==> config.mk <==
export PLATFORM = sky130hd
export DESIGN_NAME = dlmac_link_host
export DESIGN_NICKNAME = d
export VERILOG_FILES = /design/src/rtl/dlmac_link_pkg.sv /design/src/rtl/dlmac_link_rx.sv /design/src/rtl/dlmac_link_host.sv
export SDC_FILE = /design/constraint.sdc
export NUM_CORES = 1
export LEC_CHECK = 0
export CAP_MARGIN = 25
export CORE_MARGIN = 1.5
export CORE_UTILIZATION = 45
export DETAILED_ROUTE_END_ITERATION = 7
export PLACE_DENSITY = 0.76
export SLEW_MARGIN = 25
export SYNTH_ARGS = -nofsm -noshare
export SYNTH_HDL_FRONTEND = slang
export SYNTH_SLANG_ARGS = --single-unit
==> constraint.sdc <==
create_clock -name clk -period 1.7 [get_ports clk]
set_input_delay 0.425 -clock clk [delete_from_list [all_inputs] [get_ports clk]]
set_output_delay 0.425 -clock clk [all_outputs]
set_load 0.02 [all_outputs]
==> src/rtl/dlmac_link_pkg.sv <==
// ============================================================================
// Module      : dlmac_link_pkg
// Description : Shared widths, DLFloat constants, TX state encoding and a
//               small helper for the DLFloat MAC host link engine.
// Revision    : 1.0 - initial release
// ============================================================================
`default_nettype none

package dlmac_link_pkg;

    localparam int WORD_W = 16;
    localparam int BYTE_W = 8;
    localparam int EXP_W  = 6;
    localparam int MANT_W = 9;

    localparam logic [WORD_W-1:0] DLF_NAN  = 16'hFFFF;
    localparam logic [WORD_W-1:0] DLF_ZERO = 16'h0000;

    // Transmit sequencer: one operand word per cycle, A before B.
    typedef enum logic [1:0] {
        IDLE   = 2'd0,
        SEND_A = 2'd1,
        SEND_B = 2'd2
    } tx_state_e;

    // All-ones is the single NaN encoding the tile produces.
    function automatic logic dlf_is_nan(input logic [WORD_W-1:0] w);
        return (w == DLF_NAN);
    endfunction

endpackage

`default_nettype wire

==> src/rtl/dlmac_link_rx.sv <==
// ============================================================================
// Module      : dlmac_link_rx
// Description : Result reassembly for the DLFloat MAC host. A matured token
//               marks the high-byte cycle; the low byte follows one cycle
//               later and the 16-bit result is presented the cycle after.
//               Also flags tokens that mature in the wrong phase (sticky).
//               Optional macro: DLMAC_HOST_NAN_FLAG_EN builds the NaN flag.
// Revision    : 1.0 - initial release
// ============================================================================
`default_nettype none

module dlmac_link_rx
    import dlmac_link_pkg::*;
#(
    parameter bit HI_PHASE = 1'b1
) (
    input  logic              clk,
    input  logic              rst_n,
    input  logic              hi_strobe,
    input  logic              ph,
    input  logic [BYTE_W-1:0] link_in,
    output logic              res_valid,
    output logic [WORD_W-1:0] res_data,
    output logic              res_nan,
    output logic              phase_err,
    output logic              rx_busy
);

    logic [BYTE_W-1:0] hi_q,        hi_d;
    logic              lo_pend_q,   lo_pend_d;
    logic              res_valid_q, res_valid_d;
    logic [WORD_W-1:0] res_data_q,  res_data_d;
    logic              phase_err_q, phase_err_d;

    // Capture hi on the token cycle, complete the word on the following cycle.
    always_comb begin
        hi_d        = hi_strobe ? link_in : hi_q;
        lo_pend_d   = hi_strobe;
        res_valid_d = lo_pend_q;
        res_data_d  = lo_pend_q ? {hi_q, link_in} : res_data_q;
        phase_err_d = phase_err_q | (hi_strobe & (ph != HI_PHASE));
    end

    // Reassembly state; reset drops any partially captured result.
    always_ff @(posedge clk) begin
        if (!rst_n) begin
            hi_q        <= '0;
            lo_pend_q   <= 1'b0;
            res_valid_q <= 1'b0;
            res_data_q  <= DLF_ZERO;
            phase_err_q <= 1'b0;
        end else begin
            hi_q        <= hi_d;
            lo_pend_q   <= lo_pend_d;
            res_valid_q <= res_valid_d;
            res_data_q  <= res_data_d;
            phase_err_q <= phase_err_d;
        end
    end

`ifdef DLMAC_HOST_NAN_FLAG_EN
    logic res_nan_q, res_nan_d;

    // NaN flag is aligned with the result pulse it describes.
    always_comb begin
        res_nan_d = lo_pend_q & dlf_is_nan({hi_q, link_in});
    end

    // NaN flag register.
    always_ff @(posedge clk) begin
        if (!rst_n) begin
            res_nan_q <= 1'b0;
        end else begin
            res_nan_q <= res_nan_d;
        end
    end

    assign res_nan = res_nan_q;
`else
    assign res_nan = 1'b0;
`endif

    assign res_valid = res_valid_q;
    assign res_data  = res_data_q;
    assign phase_err = phase_err_q;
    assign rx_busy   = lo_pend_q | res_valid_q;

endmodule

`default_nettype wire

==> src/rtl/dlmac_link_host.sv <==
// ============================================================================
// Module      : dlmac_link_host
// Description : Host-side link engine for the pin-multiplexed DLFloat MAC
//               tile. Serialises operand pairs onto the 16-bit link (A then
//               B), tracks in-flight results with a token shift register and
//               reassembles the returning byte stream.
//               Optional macro: DLMAC_HOST_NAN_FLAG_EN (NaN result flag).
// Revision    : 1.0 - initial release
// ============================================================================
`default_nettype none

module dlmac_link_host
    import dlmac_link_pkg::*;
#(
    parameter int LAT      = 4,
    parameter bit HI_PHASE = 1'b1
) (
    input  logic              clk,
    input  logic              rst_n,
    input  logic              op_valid,
    output logic              op_ready,
    input  logic [WORD_W-1:0] op_a,
    input  logic [WORD_W-1:0] op_b,
    output logic [WORD_W-1:0] link_out,
    input  logic [BYTE_W-1:0] link_in,
    output logic              res_valid,
    output logic [WORD_W-1:0] res_data,
    output logic              res_nan,
    output logic              busy,
    output logic              phase_err
);

    logic              ph_q,     ph_d;
    tx_state_e         state_q,  state_d;
    logic [WORD_W-1:0] a_q,      a_d;
    logic [WORD_W-1:0] b_q,      b_d;
    logic [LAT-1:0]    tokens_q, tokens_d;

    logic              accept;
    logic              send_b;
    logic              rx_busy;

    assign accept = op_valid & op_ready;
    assign send_b = (state_q == SEND_B);

    // Phase bit toggles every cycle; shared reset keeps it aligned to the tile.
    always_comb begin
        ph_d = ~ph_q;
    end

    // Operand holding registers load only on handshake.
    always_comb begin
        a_d = accept ? op_a : a_q;
        b_d = accept ? op_b : b_q;
    end

    // TX state register plus phase, operand and token registers.
    always_ff @(posedge clk) begin
        if (!rst_n) begin
            ph_q     <= 1'b0;
            state_q  <= IDLE;
            a_q      <= DLF_ZERO;
            b_q      <= DLF_ZERO;
            tokens_q <= '0;
        end else begin
            ph_q     <= ph_d;
            state_q  <= state_d;
            a_q      <= a_d;
            b_q      <= b_d;
            tokens_q <= tokens_d;
        end
    end

    // TX next state: accept launches SEND_A, which always lands in ph = 0.
    always_comb begin
        state_d = state_q;
        case (state_q)
            IDLE:    state_d = accept ? SEND_A : IDLE;
            SEND_A:  state_d = SEND_B;
            SEND_B:  state_d = accept ? SEND_A : IDLE;
            default: state_d = IDLE;
        endcase
    end

    // TX outputs: idle link drives zero so the tile accumulates nothing.
    always_comb begin
        link_out = DLF_ZERO;
        op_ready = 1'b0;
        case (state_q)
            IDLE: begin
                link_out = DLF_ZERO;
                op_ready = ph_q;
            end
            SEND_A: begin
                link_out = a_q;
                op_ready = 1'b0;
            end
            SEND_B: begin
                link_out = b_q;
                op_ready = ph_q;
            end
            default: begin
                link_out = DLF_ZERO;
                op_ready = 1'b0;
            end
        endcase
    end

    // Token shift register: a 1 enters on each B-word cycle; MSB marks hi byte.
    generate
        if (LAT == 1) begin : g_tok_single
            always_comb begin
                tokens_d = send_b;
            end
        end else begin : g_tok_shift
            always_comb begin
                tokens_d = {tokens_q[LAT-2:0], send_b};
            end
        end
    endgenerate

    dlmac_link_rx #(
        .HI_PHASE (HI_PHASE)
    ) u_rx (
        .clk       (clk),
        .rst_n     (rst_n),
        .hi_strobe (tokens_q[LAT-1]),
        .ph        (ph_q),
        .link_in   (link_in),
        .res_valid (res_valid),
        .res_data  (res_data),
        .res_nan   (res_nan),
        .phase_err (phase_err),
        .rx_busy   (rx_busy)
    );

    assign busy = (state_q != IDLE) | (|tokens_q) | rx_busy;

endmodule

`default_nettype wire

# Yosys cells after proc, flatten, opt, wreduce, memory -nomap -nowiden
# Index checks and enable logic that the tools add are counted.
[classes]
eq_ne = 2
n_mux = 4
n_bitwise = 7
n_reduce_logical = 4
[ops]
columns = ["cell", "n"]
rows = [
  ["$pmux 16 s2", 1],
  ["$or 1x1->1", 4],
  ["$pmux 2 s2", 1],
  ["$reduce_or 4->1", 1],
  ["$and 1x1->1", 2],
  ["$eq 2x1->1 const B", 1],
  ["$eq 2x2->1 const B", 1],
  ["$logic_not 2->1", 1],
  ["$mux 1", 2],
  ["$reduce_bool 2->1", 1],
  ["$reduce_or 2->1", 1],
  ["$not 1->1", 1],
]
[word_totals]
regBits = 66
input_bits = 43
output_inout_bits = 37
elab_cells = 27

# Depth between registers and ports, before layout
# Gate-level depths: netlist of run 1.
[logic_depth]
ltp_word = 6
depth_mapped = 7
mapped_depth_nobuf = 4

# Cells and area by module
# Synthesis of run 1 repeated with hierarchy kept, for this count alone.
[unflattened]
hier_cells = 289
area_unflattened_um2 = 2845.2
[by_module_without_submodules]
columns = ["mod", "n_inst", "cells_each", "area_per_inst_um2", "seq_area_each_um2"]
rows = [
  ["dlmac_link_host", 1, 202, 1823.0, 780.7],
  ["dlmac_link_rx", 1, 87, 1022.2, 540.5],
]

# Worst setup path after synthesis of run 1
# OpenSTA, ideal clock, no wires.
[synth_path]
path_type = "reg-to-output"
startpoint = "register state_q[0]"
endpoint = "output port link_out[2]"
arrival_time_ns = 1.379
t_required_ns = 1.275
setup_slack_ns = -0.104
stages_incl_launch_ff = 7
n_path_buf = 2
cell_sequence = "dfxtp_1 > inv_1 > ha_1 > buf_6 > clkbuf_1 > a22oi_1 > nor2b_1"
[synth_via]
elab_chain_cells = 2
elab_cells_between_ends = 3
cone_classes = "eq/ne: 2; mux: 1"
[synth_rtl]
columns = ["item", "line_no", "rtl"]
rows = [
  ["start: declaration", "dlmac_link_host.sv:34", "tx_state_e state_q, state_d;"],
  ["start signal: assignment", "dlmac_link_host.sv:67", "state_q <= state_d;"],
  ["$eq 2x2->1", "-", ""],
  ["named net send_b", "dlmac_link_host.sv:40", "logic send_b;"],
  ["$pmux 16 s2", "dlmac_link_host.sv:89", "case (state_q)"],
  ["end: declaration", "dlmac_link_host.sv:24", "output logic [WORD_W-1:0] link_out,"],
]
# The timed path passes the listed nets, and every way through them passes these cells.

# Worst setup path in the final report of run 1
[layout_path]
startpoint = "register state_q[0]"
endpoint = "output port link_out[3]"
# Same word-level chain as after synthesis.

==> results.md, run 1 <==
Run status:
- The run finished, with violations left.
- The checks that failed: negative setup slack.

Timing:
- The clock arrives with 0.005102 ns of skew.
- The hold violation total from the final report came to 0.
- The worst path in the final design needs a cycle of 1.922 ns, including I/O delays and setup.
- The setup-violating endpoint count in the final report is 17.
- The highest clock frequency the design can meet is 520.2 MHz.
- After routing, the total negative slack on setup checks comes to -3.327 ns.
- The final count of pins violating max slew is 0.
- The post-route fraction of the period consumed by the critical path is 113.1%.
- Setup slack on the critical path of the routed design comes to -0.2222 ns.
- The worst hold slack across all endpoints is 0.4628 ns.
- Setup repair after global routing could not meet its margin everywhere.

Synthesis:
- The count of flip-flops with a built-in enable after synthesis is 0.
- After synthesis, the most frequently instantiated cells are 66 x sky130_fd_sc_hd__dfxtp_1, 64 x sky130_fd_sc_hd__nand2_1, 56 x sky130_fd_sc_hd__mux2i_1.
- The synthesized area is 2830 um^2.
- After technology mapping, the gate count stands at 290.
- The most used flip-flop cell after synthesis is sky130_fd_sc_hd__dfxtp_1.
- The library cell with the largest summed area after synthesis is sky130_fd_sc_hd__dfxtp_1.
- The number of nets in the synthesized netlist is 338.
- After synthesis, the share of flip-flops with an asynchronous set or reset is 0%.
- By area the synthesized netlist is led by sky130_fd_sc_hd__dfxtp_1 47%, sky130_fd_sc_hd__mux2i_1 20%, sky130_fd_sc_hd__nor2b_1 9.3%, sky130_fd_sc_hd__nand2_1 8.5%, sky130_fd_sc_hd__a22oi_1 4.2%.
- The portion of synthesized cell area occupied by the leading cell type is 46.68%.
- The dominant cell by count in the synthesized netlist is sky130_fd_sc_hd__dfxtp_1.
- In this run, distinct cell masters in the synthesized netlist total 20.
- Of the synthesized area, sequential elements account for 46.68%.
- After synthesis the netlist holds a flip-flop and latch count of 66.
- Yosys printed 0 warnings.
- The mean instance size in the synthesized netlist is 9.759 um^2.

CTS:
- Clock-pin slew was measured on the worst setup and hold paths at 0.07 ns.
- The clock latency reported for the late side of the worst-skew pair is 0.34 ns.
- The cell chosen for the clock root is sky130_fd_sc_hd__clkbuf_8.
- Once the clock tree was built, the setup fixing pass inserted 0 buffers.
- The total number of H-tree levels is 3.
- No sink is reached through more buffers than the 2 on the longest clock path.
- The clock sink count is 66.
- TritonCTS built the clock tree.
- Buffers inserted during clock tree synthesis total 9.

Cells and area:
- The area added between synthesis and finish is 45.18%.
- With fillers left out, the area of the finished cells amounts to 4109 um^2.
- At the end of the flow the core is filled with cells to 68.59%.
- In the final layout, the share of cells above drive strength 1 is 22.79%.
- The antenna diode instance count is 0.
- Counting the fill cells in the layout gives 486.
- The net count reported at finish is 416.

Flow run:
- The total of max-cap violations is 0.

Floorplan:
- The floorplan die area is 6774 um^2.
- The die height is 82.31 um.
- The die width is 82.31 um.
- The initial utilization of the core area, before any placement, comes to 47.24%.
- The I/O pin count is 80.
- The floorplan row count is 28.
- The total area inside the core boundary comes to 5991 um^2.

Drt:
- In the final routed layout, each cell accounts on average for 13.11 um.
- The post-detailed-route via-to-cell ratio is 4.837.
- The remaining antenna violation count after routing is 0.
- The first detailed-routing pass ran for 4 iterations.
- Summing over every cut layer, the via total after detailed routing is 2167.
- The total wirelength of the detailed-routed design is 5.875 mm.
- For this block, the initial DRC count from the detailed router was 69.
- The number of DRC violations after detailed routing is 0.

Worst setup path:
- The worst setup path category is reg2out.
- Measured in cells, the most critical reg-to-reg path has a length of 6.
- The required time of the critical path is 1.27 ns.
- The capture point of the critical path is link_out[3].
- The critical path startpoint category is a register.
- The type of element capturing the critical path is a primary output.
- The critical path launch point is state_q[0].
- The origin of the critical flop-to-flop path is state_q[0].
- STA puts the critical path data arrival time at 1.50 ns.
- The reg-to-reg endpoint is state_q[0].
- For flop-to-flop paths, the worst setup slack is 0.14 ns.
- In this run the worst path has a maximum fanout of 7.

GRT:
- The number of global-route vias before repair is 2081.
- Entering global routing, the biggest net connects 99 pins.
- The initial antenna violation count came to 0.
- The overall routing resource usage is 18.05%.
- The first global-routing pass estimated 9.156 mm of wire.
- For this run the aggregate overflow at the end of global routing stands at 0.

Power and ir drop:
- The total power is 3.401 mW.
- The power density over cell area is 827.7 nW/um^2.
- The leakage power is 1.526 nW.
- VDD sags by at most 0.6513 mV.

Place:
- The total half-perimeter wirelength after legalization and detailed placement is 3.727 mm.
- The final weighted congestion in routability-driven placement is 0.7447.
- In this run the tool buffered the top-level ports with 78 buffer cells.
- In this run the cell area measured after placement is 3711 um^2.

Min path:
- The type of the most critical hold path is reg2reg.
[flip-flops by register name (all words and copies together) (netlist names)]
name	count
a_q	16
b_q	16
u_rx.res_data	16
u_rx.hi_q	8
tokens_q	4
state_q	2
ph_q	1
u_rx.lo_pend_q	1
u_rx.phase_err	1
u_rx.res_valid	1
[placed cells by master, fill, tap and decap left out, types with 2 or more instances in the layout]
master | Yosys | final
sky130_fd_sc_hd__ha_4 | 0 | 3
sky130_fd_sc_hd__clkbuf_16 | 0 | 2
sky130_fd_sc_hd__clkbuf_8 | 0 | 10
sky130_fd_sc_hd__dfxtp_1 | 66 | 64
sky130_fd_sc_hd__buf_12 | 0 | 5
sky130_fd_sc_hd__o21a_1 | 2 | 2
sky130_fd_sc_hd__buf_2 | 4 | 2
sky130_fd_sc_hd__ha_1 | 5 | 2
sky130_fd_sc_hd__buf_4 | 4 | 8
sky130_fd_sc_hd__and2_1 | 7 | 7
sky130_fd_sc_hd__buf_6 | 2 | 15
sky130_fd_sc_hd__nor2b_1 | 42 | 29
sky130_fd_sc_hd__a22oi_2 | 0 | 16
sky130_fd_sc_hd__clkdlybuf4s50_1 | 0 | 41
sky130_fd_sc_hd__bufinv_16 | 0 | 2
sky130_fd_sc_hd__dfxtp_4 | 0 | 2
sky130_fd_sc_hd__nor2b_2 | 0 | 13
sky130_fd_sc_hd__mux2i_1 | 56 | 56
sky130_fd_sc_hd__dlygate4sd2_1 | 0 | 18
sky130_fd_sc_hd__clkinvlp_4 | 0 | 2
sky130_fd_sc_hd__nand2_1 | 64 | 64
[power breakdown]
group	switching (mW)	internal, mW
clock network	0.607	0.867
registers	0.0279	1.58
logic	0.129	0.187
total	0.764	2.64
[metal layers]
| metal | part of all wire, % | up-vias | GRT usage [%] |
|---|---|---|---|
| met5 | 0 | - | 0 |
| met4 | 1.9 | 0 | 9.661 |
| met3 | 5.6 | 10 | 4.505 |
| met2 | 46 | 63 | 31.14 |
| met1 | 46 | 987 | 20.33 |
| li1 | - | 1107 | - |
[area by class of cell]
type	instances	area (um^2)	share of cell area [%]
Clock buffer	10	137.6	3.350
Timing Repair Buffer	91	957.2	23.29
Inverter	2	10.01	0.2436
Clock inverter	6	88.84	2.162
Multi-Input combinational cell	198	1493	36.33
Tap cell	75	93.84	2.284
Sequential cell	66	1329	32.34
[per-stage QoR]
step                      setup slack [ns]  std cells
final                              -0.2222        448
after global routing               -0.2733        448
after CTS                          -0.2712        446
after detailed placement           -0.4014        430
after global placement             -0.3607        430
after floorplan                    0.03137        290
[how the worst min path moves through the flow]
| stage | from | endpoint | slack, ns | cells past startpoint |
|---|---|---|---|---|
| CTS | a_q[12] | a_q[12] | 0.46 | 2 |
| global route | u_rx.phase_err | u_rx.phase_err | 0.48 | 1 |
| global placement | tokens_q[1] | tokens_q[2] | 0.44 | 1 |
| floorplan | tokens_q[1] | tokens_q[2] | 0.43 | 1 |
| finish | u_rx.phase_err | u_rx.phase_err | 0.46 | 1 |
| detailed placement | a_q[5] | a_q[5] | 0.45 | 2 |
[critical path, stage by stage (launching register included)]
cell and delay [ns]:
sky130_fd_sc_hd__dfxtp_4 0.39, sky130_fd_sc_hd__inv_4 0.05, sky130_fd_sc_hd__ha_4 0.18, sky130_fd_sc_hd__clkbuf_16 0.16, sky130_fd_sc_hd__a22oi_2 0.17, sky130_fd_sc_hd__nor2b_2 0.07, sky130_fd_sc_hd__buf_6 0.13
[what timing repair did]
| item | in CTS | in global routing |
|---|---|---|
| resized for setup | 113 | 40 |
| endpoints found under the hold margin | 0 | 0 |
| pin swaps | 2 | 17 |
| endpoints found under the setup margin | 36 | 17 |
| hold buffers | 0 | 0 |
| gates cloned | 0 | 2 |
[kinds of logic (layout without fill, tap and decap cells)]
| logic type | Yosys count | count (layout) | share of synthesized area, % |
|---|---|---|---|
| simple gates | 117 | 117 | 20.16 |
| fa+ha+maj | 5 | 5 | 2.210 |
| mux | 56 | 56 | 19.81 |
| compound gates | 19 | 19 | 5.128 |
| other cells | 1 | 1 | 0.1325 |
| flops | 66 | 66 | 46.68 |
| buf+inv | 26 | 109 | 5.880 |
(Power assumes the default switching activity.)
==> run 2: changes to the inputs <==
CAP_MARGIN = 10   (was 25)
RECOVER_POWER = 100   (was default)
==> results.md, run 2 (synthesis gave the netlist of run 1 again) <==
Floorplan:
- The die height came to 82.31 um (unchanged).
- The die width is 82.31 um (unchanged).
- The floorplan row count is 28 (unchanged).
- The core box area is 5991 um^2 (unchanged).
- The initial core utilization is 47.24% (unchanged).
- The I/O pin count is 80 (unchanged).
- The floorplan die area was 6774 um^2 (unchanged).

Drt:
- The routed wirelength normalized by instance count came to 13.07 um (was 13.11 um).
- The initial DRC count is 74 (was 69).
- The number of iterations in the first detailed-routing pass is 4 (unchanged).
- The post-detailed-route via-to-cell ratio is 4.844 (was 4.837).
- The remaining antenna violation count after routing is 0 (unchanged).
- The number of DRC violations after detailed routing is 0 (unchanged).
- The total wirelength of the detailed-routed design was 5.857 mm (was 5.875 mm).
- The via count is 2170 (was 2167).

GRT:
- The total grt overflow was 0 (unchanged).
- The number of global-route vias before repair came to 2081 (unchanged).
- The maximum number of pins on one net before global-route repair is 99 (unchanged).
- The first-pass GRT wire length is 9.156 mm (unchanged).
- The initial antenna violation count is 0 (unchanged).
- The overall routing resource usage is 18.05% (unchanged).

Run status:
- Violated checks: negative setup slack (unchanged).
- Outcome: complete, but fails checks (unchanged).

Timing:
- The final count of pins violating max slew is 0 (unchanged).
- The setup-violating endpoint count in the final report is 17 (unchanged).
- The slew at the pin closest to its max-slew limit is 0.8944 ns.
- In this run the tightest slew margin relative to its limit is 40.37%.
- Setup repair after global routing missed its margin: yes (unchanged).
- The hold violation total from the final report is 0 (unchanged).
- The clock skew after layout is 0.005104 ns (was 0.005102 ns).
- The highest clock frequency the design can meet is 519.7 MHz (was 520.2 MHz).
- The setup slack after layout was -0.2243 ns (was -0.2222 ns).
- The post-route fraction of the period consumed by the critical path is 113.2% (was 113.1%).
- The shortest period the worst path allows is 1.924 ns (was 1.922 ns).

Min path:
- The startpoint of the tightest hold check path is u_rx.phase_err (unchanged).
- The worst hold path endpoint is u_rx.phase_err (unchanged).
- The number of stages on the worst hold path is 1 (unchanged).
- The type of the most critical hold path is reg2reg (unchanged).

Cells and area:
- The antenna diode instance count is 0 (unchanged).
- The ratio of cells with drive above 1 in the final layout was 22.79% (unchanged).
- The sequential cell area was 1329 um^2 (unchanged).
- The finished layout cell area came to 4094 um^2 (was 4109 um^2).
- The utilization of the core after routing came to 68.34% (was 68.59%).
- The net count reported at finish was 416 (unchanged).
- Commonest cells after routing, fill and taps aside: 64 x sky130_fd_sc_hd__nand2_1, 64 x sky130_fd_sc_hd__dfxtp_1, 56 x sky130_fd_sc_hd__mux2i_1 (unchanged).
- The multi-input combinational cell area is 1493 um^2 (unchanged).
- The area added between synthesis and finish is 44.65% (was 45.18%).
- The layout filler cell count is 488 (was 486).
- The final non-filler cell total is 448 (unchanged).

CTS:
- The total number of H-tree levels is 3 (unchanged).
- The CTS buffer count is 9 (unchanged).
- The cell chosen for the clock root is sky130_fd_sc_hd__clkbuf_8 (unchanged).
- The clock sink count is 66 (unchanged).
- The clock transition time at the flip-flop clock pins of the worst setup and hold paths came to 0.07 ns (about the same).
- The TritonCTS clock tree is yes (unchanged).
- The clock tree buffer depth is 2 (unchanged).
- The clock latency reported for the late side of the worst-skew pair is 0.34 ns (about the same).
- The quantity of hold-fixing buffers added after cts is 0 (unchanged).

Power and ir drop:
- The net switching power is 762.8 uW (was 764.2 uW).
- The total power came to 3.396 mW (was 3.401 mW).
- The switching portion of total power is 22.46% (was 22.47%).
- The design internal power came to 2.633 mW (was 2.637 mW).
- The fraction of power consumed by combinational cells is 9.2% (was 9.3%).
- The part of the total power dissipated in the clock network is 43.4% (was 43.3%).
- The leakage power is 1.520 nW (was 1.526 nW).
- The worst voltage drop across the vdd grid is 0.6513 mV (about the same).
- The power density over cell area is 829.6 nW/um^2 (was 827.7 nW/um^2).
- The fraction of power consumed by sequential logic is 47.4% (was 47.3%).

Place:
- The area of placed instances is 3711 um^2 (unchanged).
- The final weighted congestion in routability-driven placement was 0.7447 (unchanged).
- The placed instance count came to 430 (unchanged).
- The number of buffer cells added on primary ports was 78 (unchanged).
- The total half-perimeter wirelength after legalization and detailed placement is 3.727 mm (unchanged).
- The minimum setup slack after placement is -0.4014 ns (unchanged).

Worst setup path:
- The type of element capturing the critical path is a primary output (unchanged).
- The critical path startpoint category is a register (unchanged).
- The origin of the critical flop-to-flop path is state_q[0] (unchanged).
- The critical path arrival came to 1.50 ns (about the same).
- The required time of the critical path is 1.27 ns (about the same).
- The highest net fanout along the worst path was 7 (unchanged).
- The reg-to-reg endpoint is b_q[0] (was state_q[0]).
- The count of cells along the worst register-to-register path is 6 (unchanged).
- The worst setup path category was reg2out (unchanged).
- The setup slack of the worst register-to-register path is 0.14 ns (about the same).

Flow run:
- The total of max-cap violations is 0 (unchanged).
==> run 2: cell count changes in the layout (fill, tap and decap cells not counted), sizes merged <==
cell    before  now
clkbuf      12   14
buf         30   28
==> run 2: area by class of cell <==
class | instances | share of cell area [%]
Sequential cell | 66 | 32.46
Multi-Input combinational cell | 198 | 36.46
Timing Repair Buffer | 91 | 23.01
Tap cell | 75 | 2.292
Clock buffer | 10 | 3.362
Clock inverter | 6 | 2.170
Inverter | 2 | 0.2445
==> run 2: power by group through the flow <==
stage	Clock, mW	Sequential [mW]	Combinational, mW
floorplan	0	1.64	0.163
global placement	0	1.64	0.295
detailed placement	0	1.64	0.299
CTS	1.51	1.61	0.305
global route	1.58	1.61	0.339
finish	1.47	1.61	0.312
==> run 2: what timing repair did <==
action,in CTS,in global routing
gates resized for setup,113,40
setup buffers,0,0
pin swaps,2,17
cloned,0,2
endpoints found under the setup margin,36,17
==> run 2: routing by layer <==
| metal | part of all wire (%) | global-route usage, % | wire length (um) |
|---|---|---|---|
| met4 | 1.9 | 9.661 | 114 |
| met3 | 5.6 | 4.505 | 327 |
| met2 | 47 | 31.14 | 2725 |
| met1 | 46 | 20.33 | 2689 |
| met5 | 0 | 0 | 0 |
==> run 2: how the worst max path moves through the flow <==
stage / startpoint / depth (start not counted) / slack, ns / to
finish: state_q[0] / 6 / -0.22 / link_out[3]
global route: state_q[0] / 6 / -0.27 / link_out[9]
CTS: state_q[1] / 6 / -0.27 / link_out[13]
detailed placement: state_q[0] / 6 / -0.40 / link_out[3]
global placement: state_q[0] / 5 / -0.36 / link_out[13]
floorplan: state_q[1] / 6 / 0.03 / link_out[0]
==> run 2: critical path: stages, from the launching register on <==
cell                        delay (ns)
sky130_fd_sc_hd__dfxtp_4          0.39
sky130_fd_sc_hd__inv_4            0.05
sky130_fd_sc_hd__ha_4             0.18
sky130_fd_sc_hd__clkbuf_16        0.16
sky130_fd_sc_hd__a22oi_2          0.17
sky130_fd_sc_hd__nor2b_2          0.07
sky130_fd_sc_hd__buf_6            0.13
==> run 2: through the flow <==
step	TNS [ns]	hold slack (ns)
5_1_grt	-4.321	0.4846
3_3_place_gp	-5.734	0.4422
6_report	-3.365	0.4628
3_5_place_dp	-6.545	0.4476
4_1_cts	-4.119	0.4591
2_1_floorplan	0	0.4302
==> run 3: changes to the inputs <==
CORE_UTILIZATION = 47   (was 45)
PLACE_DENSITY = 0.79   (was 0.76)
REMOVE_ABC_BUFFERS = 1   (was default)
==> results.md, run 3 (synthesis gave the netlist of run 1 again) <==
Cells and area:
- The final non-filler cell total was 452 (was 448).
- The multi-input combinational cell area is 1500 um^2 (was 1493 um^2).
- The ratio of cells with drive above 1 in the final layout is 23.08% (was 22.79%).
- The area added between synthesis and finish was 45.76% (was 44.65%).
- The utilization of the core after routing is 70.51% (was 68.34%).
- The finished layout cell area was 4125 um^2 (was 4094 um^2).
- Commonest cells after routing, fill and taps aside: 64 x sky130_fd_sc_hd__nand2_1, 64 x sky130_fd_sc_hd__dfxtp_1, 56 x sky130_fd_sc_hd__mux2i_1 (unchanged).
- The antenna diode instance count was 0 (unchanged).
- The net count reported at finish was 420 (was 416).
- The layout filler cell count was 453 (was 488).
- The sequential cell area is 1329 um^2 (unchanged).

GRT:
- The fraction of met3 tracks used by global routing is 6.818% (was 4.505%).
- The maximum number of pins on one net before global-route repair was 99 (unchanged).
- The global-route track usage on met2 is 33.11% (was 31.14%).
- The total grt overflow is 0 (unchanged).
- The first-pass GRT wire length came to 9.880 mm (was 9.156 mm).
- The number of global-route vias before repair is 2174 (was 2081).
- The initial antenna violation count came to 0 (unchanged).
- The overall routing resource usage came to 20.03% (was 18.05%).
- The met1 routing resource usage after global routing was 23.23% (was 20.33%).
- The most utilized layer in the global route result is met2 (unchanged).

Place:
- The minimum setup slack after placement is -0.4131 ns (was -0.4014 ns).
- The placed instance count is 433 (was 430).
- The total half-perimeter wirelength after legalization and detailed placement is 3.995 mm (was 3.727 mm).
- The final weighted congestion in routability-driven placement is 0.7446 (was 0.7447).
- The number of buffer cells added on primary ports is 78 (unchanged).
- The area of placed instances is 3684 um^2 (was 3711 um^2).

Floorplan:
- The floorplan row count is 28 (unchanged).
- The initial core utilization is 48.37% (was 47.24%).
- The I/O pin count is 80 (unchanged).
- The core box area is 5851 um^2 (was 5991 um^2).
- The die width is 80.60 um (was 82.31 um).
- The floorplan die area is 6496 um^2 (was 6774 um^2).
- The die height is 80.60 um (was 82.31 um).

Worst setup path:
- The reg-to-reg endpoint is b_q[15] (was b_q[0]).
- The required time of the critical path is 1.27 ns (about the same).
- The highest net fanout along the worst path is 6 (was 7).
- The critical path launch point is state_q[0] (unchanged).
- The critical path arrival is 1.47 ns (was 1.50 ns).
- The critical path startpoint category was a register (unchanged).
- The setup slack of the worst register-to-register path is 0.06 ns (was 0.14 ns).
- The count of cells along the worst register-to-register path is 7 (was 6).
- The origin of the critical flop-to-flop path is state_q[0] (unchanged).
- The worst setup path category is reg2out (unchanged).
- The type of element capturing the critical path is a primary output (unchanged).
- The capture point of the critical path is link_out[6] (was link_out[3]).

Drt:
- The post-detailed-route via-to-cell ratio is 4.867 (was 4.844).
- The number of iterations in the first detailed-routing pass is 4 (unchanged).
- The remaining antenna violation count after routing came to 0 (unchanged).
- The routed wirelength normalized by instance count is 13.71 um (was 13.07 um).
- The total wirelength of the detailed-routed design came to 6.198 mm (was 5.857 mm).
- The initial DRC count is 61 (was 74).
- The number of DRC violations after detailed routing is 0 (unchanged).
- The via count was 2200 (was 2170).

Timing:
- The shortest period the worst path allows is 1.895 ns (was 1.924 ns).
- Setup repair after global routing missed its margin: yes (unchanged).
- The slew at the pin closest to its max-slew limit is 0.8780 ns (was 0.8944 ns).
- The setup slack after layout is -0.1955 ns (was -0.2243 ns).
- The post-route fraction of the period consumed by the critical path is 111.5% (was 113.2%).
- The setup-violating endpoint count in the final report was 17 (unchanged).
- The clock skew after layout is 0.008214 ns (was 0.005104 ns).
- The worst relative slew slack is 41.47% (was 40.37%).
- The highest clock frequency the design can meet is 527.6 MHz (was 519.7 MHz).
- The hold violation total from the final report came to 0 (unchanged).
- The final count of pins violating max slew came to 0 (unchanged).

Power and ir drop:
- The leakage power was 1.532 nW (was 1.520 nW).
- The worst voltage drop across the vdd grid is 0.6447 mV (was 0.6513 mV).
- The total power was 3.546 mW (was 3.396 mW).
- The power density over cell area came to 859.6 nW/um^2 (was 829.6 nW/um^2).

Min path:
- The type of the most critical hold path is reg2reg (unchanged).

CTS:
- The clock sink count is 66 (unchanged).
- The cell chosen for the clock root is sky130_fd_sc_hd__clkbuf_8 (unchanged).
- The clock transition time at the flip-flop clock pins of the worst setup and hold paths is 0.07 ns (about the same).
- The clock latency reported for the late side of the worst-skew pair was 0.33 ns (was 0.34 ns).
- The TritonCTS clock tree is yes (unchanged).
- The quantity of hold-fixing buffers added after cts was 0 (unchanged).
- The clock tree buffer depth is 2 (unchanged).
- The total number of H-tree levels is 3 (unchanged).
- The CTS buffer count is 9 (unchanged).

Run status:
- Violated checks: negative setup slack (unchanged).
- Outcome: complete, but fails checks (unchanged).

Flow run:
- The total of max-cap violations is 0 (unchanged).
[run 3: cell count changes in the layout (fill, tap and decap cells not counted), moves of 2 or more]
cell / delta
sky130_fd_sc_hd__buf_4: +4
sky130_fd_sc_hd__nor2b_2: -3
sky130_fd_sc_hd__clkbuf_1: +2
sky130_fd_sc_hd__clkbuf_16: -2
sky130_fd_sc_hd__clkbuf_4: +2
sky130_fd_sc_hd__nor2b_4: +2
[run 3: worst max-delay path, stage by stage (launching register included)]
cell                      delay (ns)
sky130_fd_sc_hd__dfxtp_4        0.36
sky130_fd_sc_hd__inv_4          0.05
sky130_fd_sc_hd__ha_4           0.18
sky130_fd_sc_hd__buf_6          0.14
sky130_fd_sc_hd__a22oi_2        0.22
sky130_fd_sc_hd__nor2b_4        0.06
sky130_fd_sc_hd__buf_6          0.13
[run 3: per-stage QoR]
| stage | setup TNS [ns] | hold WS (ns) |
|---|---|---|
| floorplan | -19.09 | 0.4302 |
| global placement | -5.804 | 0.4374 |
| detailed placement | -6.240 | 0.4463 |
| CTS | -3.243 | 0.4692 |
| global route | -4.111 | 0.4768 |
| finish | -2.967 | 0.4664 |
[run 3: repair_timing]
| action | 4_1_cts | 5_1_grt |
|---|---|---|
| endpoints found under the setup margin | 35 | 18 |
| pin swaps | 14 | 5 |
| resized for setup | 158 | 12 |
| cloned | 1 | 0 |
| buffers inserted | 2 | 0 |
[run 3: routing by layer]
layer,wire length [um],vias up,part of all wire [%]
met5,0,-,0
met4,80,0,1.3
met3,427,9,6.9
met2,2986,68,48
met1,2704,1008,44
li1,-,1115,-
[run 3: layout make-up]
class	instances	area share, %
clock buffers	10	3.336
clock inverters	6	2.760
inverters	2	0.3033
multi-input cells	198	36.37
flip-flops and latches	66	32.21
well taps	75	2.275
repair buffers	95	22.75
[run 3: worst min path at each step]
| stage | from | to | slack, ns | cells past startpoint |
|---|---|---|---|---|
| floorplan | tokens_q[1] | tokens_q[2] | 0.43 | 1 |
| global placement | tokens_q[1] | tokens_q[2] | 0.44 | 1 |
| detailed placement | a_q[8] | a_q[8] | 0.45 | 2 |
| CTS | a_q[12] | a_q[12] | 0.47 | 2 |
| global route | tokens_q[1] | tokens_q[2] | 0.48 | 1 |
| finish | tokens_q[2] | tokens_q[3] | 0.47 | 1 |
[run 3: power breakdown]
| group | total, mW | switching (mW) | internal [mW] |
|---|---|---|---|
| sequential | 1.61 | 0.0289 | 1.58 |
| clock | 1.62 | 0.603 | 1.02 |
| combinational | 0.316 | 0.130 | 0.186 |
